File: src/rtl/rename_table.sv
// Register alias table with architectural register file and ROB-indexed result buffer.
// Answers two combinational operand lookups. Tracks renames, captures CDB results and
// retires committed values into the architectural file.
module rename_table #(
  parameter int unsigned TAG_WIDTH = 4,
  parameter int unsigned XLEN      = 32,
  parameter int unsigned NUM_REGS  = 32
) (
  input  logic                 clk,
  input  logic                 rst,
  input  logic [4:0]           rs1_addr,
  input  logic [4:0]           rs2_addr,
  output logic [XLEN-1:0]      rd1_data,
  output logic [XLEN-1:0]      rd2_data,
  output logic                 rd1_ready,
  output logic                 rd2_ready,
  output logic [TAG_WIDTH-1:0] rd1_tag,
  output logic [TAG_WIDTH-1:0] rd2_tag,
  input  logic                 rename_valid,
  input  logic [4:0]           rename_rd,
  input  logic [TAG_WIDTH-1:0] rename_tag,
  input  logic                 cdb_valid,
  input  logic [TAG_WIDTH-1:0] cdb_tag,
  input  logic [XLEN-1:0]      cdb_data,
  input  logic                 commit_valid,
  input  logic [4:0]           commit_rd,
  input  logic [XLEN-1:0]      commit_data,
  output logic [TAG_WIDTH-1:0] commit_ptr,
  output logic [NUM_REGS-1:0]  busy_vec
);

  localparam int unsigned RobSize = 2 ** TAG_WIDTH;

  typedef struct packed {
    logic                 ready;
    logic [XLEN-1:0]      data;
    logic [TAG_WIDTH-1:0] tag;
  } lookup_t;

  logic [XLEN-1:0]      arf       [NUM_REGS];
  logic [NUM_REGS-1:0]  busy;
  logic [TAG_WIDTH-1:0] rat_tag   [NUM_REGS];
  logic [RobSize-1:0]   res_valid;
  logic [XLEN-1:0]      res_data  [RobSize];

  lookup_t lk1, lk2;

  // Priority: x0, architectural value, buffered result, same-cycle CDB bypass, pending.
  function automatic lookup_t lookup(input logic [4:0] addr);
    lookup_t              r;
    logic [TAG_WIDTH-1:0] t;
    t       = rat_tag[addr];
    r.ready = 1'b0;
    r.data  = '0;
    r.tag   = t;
    if (addr == 5'd0) begin
      r.ready = 1'b1;
      r.tag   = '0;
    end else if (!busy[addr]) begin
      r.ready = 1'b1;
      r.data  = arf[addr];
      r.tag   = '0;
    end else if (res_valid[t]) begin
      r.ready = 1'b1;
      r.data  = res_data[t];
    end else if (cdb_valid && (cdb_tag == t)) begin
      r.ready = 1'b1;
      r.data  = cdb_data;
    end
    return r;
  endfunction

  // Combinational operand lookups on pre-edge state.
  always_comb begin
    lk1 = lookup(rs1_addr);
    lk2 = lookup(rs2_addr);
  end

  assign rd1_ready = lk1.ready;
  assign rd1_data  = lk1.data;
  assign rd1_tag   = lk1.tag;
  assign rd2_ready = lk2.ready;
  assign rd2_data  = lk2.data;
  assign rd2_tag   = lk2.tag;
  assign busy_vec  = busy;

  // Rename, CDB capture and commit updates; later assignments carry the priority rules.
  always_ff @(posedge clk or posedge rst) begin
    if (rst) begin
      for (int i = 0; i < NUM_REGS; i++) begin
        arf[i]     <= '0;
        rat_tag[i] <= '0;
      end
      for (int i = 0; i < RobSize; i++) begin
        res_data[i] <= '0;
      end
      busy       <= '0;
      res_valid  <= '0;
      commit_ptr <= '0;
    end else begin
      if (cdb_valid) begin
        res_valid[cdb_tag] <= 1'b1;
        res_data[cdb_tag]  <= cdb_data;
      end
      if (commit_valid) begin
        commit_ptr <= commit_ptr + TAG_WIDTH'(1);
        if (commit_rd != 5'd0) begin
          arf[commit_rd] <= commit_data;
        end
        // Only the youngest producer's retirement frees the register.
        if ((rat_tag[commit_rd] == commit_ptr) &&
            !(rename_valid && (rename_rd == commit_rd))) begin
          busy[commit_rd] <= 1'b0;
        end
      end
      // Rename comes last so its result-buffer clear beats a same-tag CDB write.
      if (rename_valid) begin
        res_valid[rename_tag] <= 1'b0;
        if (rename_rd != 5'd0) begin
          busy[rename_rd]    <= 1'b1;
          rat_tag[rename_rd] <= rename_tag;
        end
      end
    end
  end

endmodule
File: config.mk
export PLATFORM = sky130hd
export DESIGN_NAME = rename_table
export DESIGN_NICKNAME = d
export VERILOG_FILES = /design/src/rtl/rename_table.sv
export SDC_FILE = /design/constraint.sdc
export NUM_CORES = 2
export LEC_CHECK = 0
export CORE_ASPECT_RATIO = 1.5
export CORE_MARGIN = 3
export CORE_UTILIZATION = 46
export DETAILED_ROUTE_END_ITERATION = 8
export MAX_ROUTING_LAYER = met4
export PLACE_DENSITY = 0.61
export SLEW_MARGIN = 10
export SYNTH_ARGS = -nofsm -noshare
export SYNTH_HDL_FRONTEND = slang
export SYNTH_SLANG_ARGS = --single-unit
File: constraint.sdc
create_clock -name clk -period 54.8 [get_ports clk]
set_input_delay 10.96 -clock clk [delete_from_list [all_inputs] [get_ports clk]]
set_output_delay 10.96 -clock clk [all_outputs]
set_load 0.05 [all_outputs]
==> metrics.cfg <==
[cts]
ctsHoldBuffers = 0
cts_buffers = 179
cts_tree = yes
clock-sinks = 1716
cts-resized-gates = 0
path_clk_slew_ps = 60
htreeDepth = 4
post_cts_buffers = 0
clk_latency_ps = 820
cts_buffer_depth = 4
cts_root_buf = clkbuf_16

[synthesis]
ys_seq_elements = 1716
synth_cell_type_count = 72
synthCells = 6806
syn_area_per_cell_um2 = 13.9
synthArstFlopShare_pct = 100
synth_nets = 6904
synth_edf_count = 0
syn_area_um2 = 94400
yosysSeqAreaShare_pct = 45.5
synthFlopType = dfrtp_1
yosysWarnings = 0

[worst_setup_path]
path_class = in2out
end_kind = primary output
path_max_fanout = 66
critPathLaunch = rs2_addr[4]
arrival_ps = 17930
crit_end = rd2_data[25]
rr_endpoint = busy_vec[24]
setup.worst_path.start_class = input pin
critPathRequiredTime_ps = 43840
r2r_setup_slack_ps = 51480
r2r_start = rat_tag[92]
rr_worst_depth = 9

[timing]
grt_setup_unrepaired = false
fin_setup_tns_ps = 0
maxSlewViolCount = 0
relSlewSlack_pct = 20.9
tightest_slew_ps = 1180
fmax_mhz = 34.6
final-setup-viol-count = 0
finClkSkew_ps = 22.0
fin_crit_ps = 28890
min_period_over_period_pct = 52.7
hold_violations = 0

[floorplanning]
die_x_um = 376
die_h_um = 561
rows = 203
start_util_pct = 46.3
coreArea_um2 = 204000
boundaryPins = 207
die_area_um2 = 211000

[drt]
drt_wl_total_mm = 312
drc = 0
drtAntennaViolNets = 0
drtIter0Drc = 5636
vias_per_cell = 6.60
num_vias = 62033
wl_per_cell_um = 33.1
dr.pass1.iters = 5

[placed_design]
placed_cell_area_um2 = 98300
gp_congestion = 0.915
dp_cells = 9085
dpl.hpwl_mm = 181
io_buffers = 206

[grt]
grt_antenna_before_repair = 18
track_usage_pct = 30.3
grt_pass1_vias = 64051
overflow = 0
grt_max_degree = 152
grt_pass1_wl_mm = 456

[run_status]
outcome = finished clean

[power_and_ir_drop]
total_power_w = 0.00414
powerDensity_nw_per_um2 = 39.9
p_seq_share_pct = 41.5
comb_power_share_pct = 29.2
leakagePower_nw = 45.4
cell_internal_pwr_w = 0.00280
p_sw_w = 0.00134
clkPwrFrac_pct = 29.3
peakVddDrop_uv = 29.0
power_switching_share_pct = 32.3

[finish]
area_growth_pct = 10.1
multiInputGateArea_um2 = 48600
fin_area_um2 = 104000
final_cells = 9401
fillers = 17295
nets = 6699
final_layout_size_suffix_gt1_share_pct = 41.6
ff_latch_area_um2 = 42900

[hold_path]
hold_class = reg2reg

[flow_run]
maxCapViolCount = 0

-- critical path, cell delays in order --
cell             delay, ps
buf_4                  240
buf_4                  760
or2_2                  310
o22ai_1                150
nor2_4                 510
buf_4                  810
buf_4                  710
buf_4                  810
mux2i_1                170
a2111oi_0              550
a211oi_1               160
o221ai_1               570
clkdlybuf4s50_1        930
-- worst min path at each step --
stage                   start        end  slack [ps]  cells after the start
floorplan           arf[1000]  arf[1000]         440                      1
global placement    arf[1013]  arf[1013]         380                      0
detailed placement  arf[1014]  arf[1014]         380                      0
CTS                 arf[1003]  arf[1003]         400                      0
global route         arf[995]   arf[995]         410                      0
finish              arf[1003]  arf[1003]         400                      0
-- sequential cells by signal, summed over array words and instances (netlist names) --
register,flops
res_valid,16
res_data,512
arf,1024
rat_tag,128
commit_ptr,4
busy_vec,32
-- cell type report --
type / count / share of cell area (%)
repair buffers: 332 / 3.02
multi-input cells: 4312 / 46.8
diodes: 17 / 0.0409
flip-flops and latches: 1716 / 41.3
clock buffers: 252 / 4.98
inverters: 60 / 0.226
well taps: 2665 / 3.21
clock inverters: 47 / 0.442
-- routing by layer --
metal	part of all wire, %	GRT usage, %
met4	4.7	12.3
met1	40	38.6
met3	6.5	4.99
met5	0	-
met2	49	48.4
-- stage by stage --
stage          util, %  worst slack [ps]  hold WS (ps)
2_1_floorplan        -             20050           441
3_3_place_gp      48.2             26030           376
3_5_place_dp      48.2             25970           384
4_1_cts           51.0             25950           397
5_1_grt           51.0             25600           409
6_report          51.0             25910           397
-- cells in the final DEF, fill, tap and decap left out, types with 52 or more instances in the layout --
cell,n
a22oi_1,52
nand2_1,338
nor2b_1,69
clkbuf_16,183
clkdlybuf4s50_1,195
mux2i_1,579
nor2_1,106
o21ai_0,243
inv_1,57
buf_4,118
mux4_2,738
mux2_2,1536
a211oi_1,129
dfrtp_1,1716
-- cells in the mapped netlist, types with 52 or more instances --
| master | count | area share [%] |
|---|---|---|
| a211oi_1 | 129 | 1.0 |
| nand2_1 | 360 | 1.4 |
| dfrtp_1 | 1716 | 45 |
| mux2_2 | 1536 | 18 |
| mux2i_1 | 579 | 6.1 |
| buf_1 | 93 | 0.37 |
| buf_2 | 90 | 0.48 |
| a22oi_1 | 52 | 0.41 |
| nor2_1 | 129 | 0.51 |
| mux4_2 | 738 | 18 |
| nor2b_1 | 69 | 0.46 |
| clkbuf_1 | 492 | 2.0 |
| o21ai_0 | 243 | 1.3 |
| inv_1 | 59 | 0.23 |
-- cell families after synthesis --
family	after synthesis	synth area share, %
AO/OA/AOI/OAI	698	5.09
XOR/XNOR	20	0.186
adder cells (fa/ha/maj)	1	0.0133
buffers and inverters	778	3.45
flip-flops	1716	45.5
multiplexers	2857	42.2
AND/OR/NAND/NOR	736	3.61
-- power groups by stage --
stage                     clock, W  combinational (W)  sequential, W
after floorplan                  0           0.000871        0.00171
after global placement           0            0.00119        0.00172
after detailed placement         0            0.00120        0.00174
after CTS                  0.00123            0.00121        0.00172
after global routing       0.00128            0.00128        0.00175
final                      0.00121            0.00121        0.00172
Power figures use the tool's default switching activity.
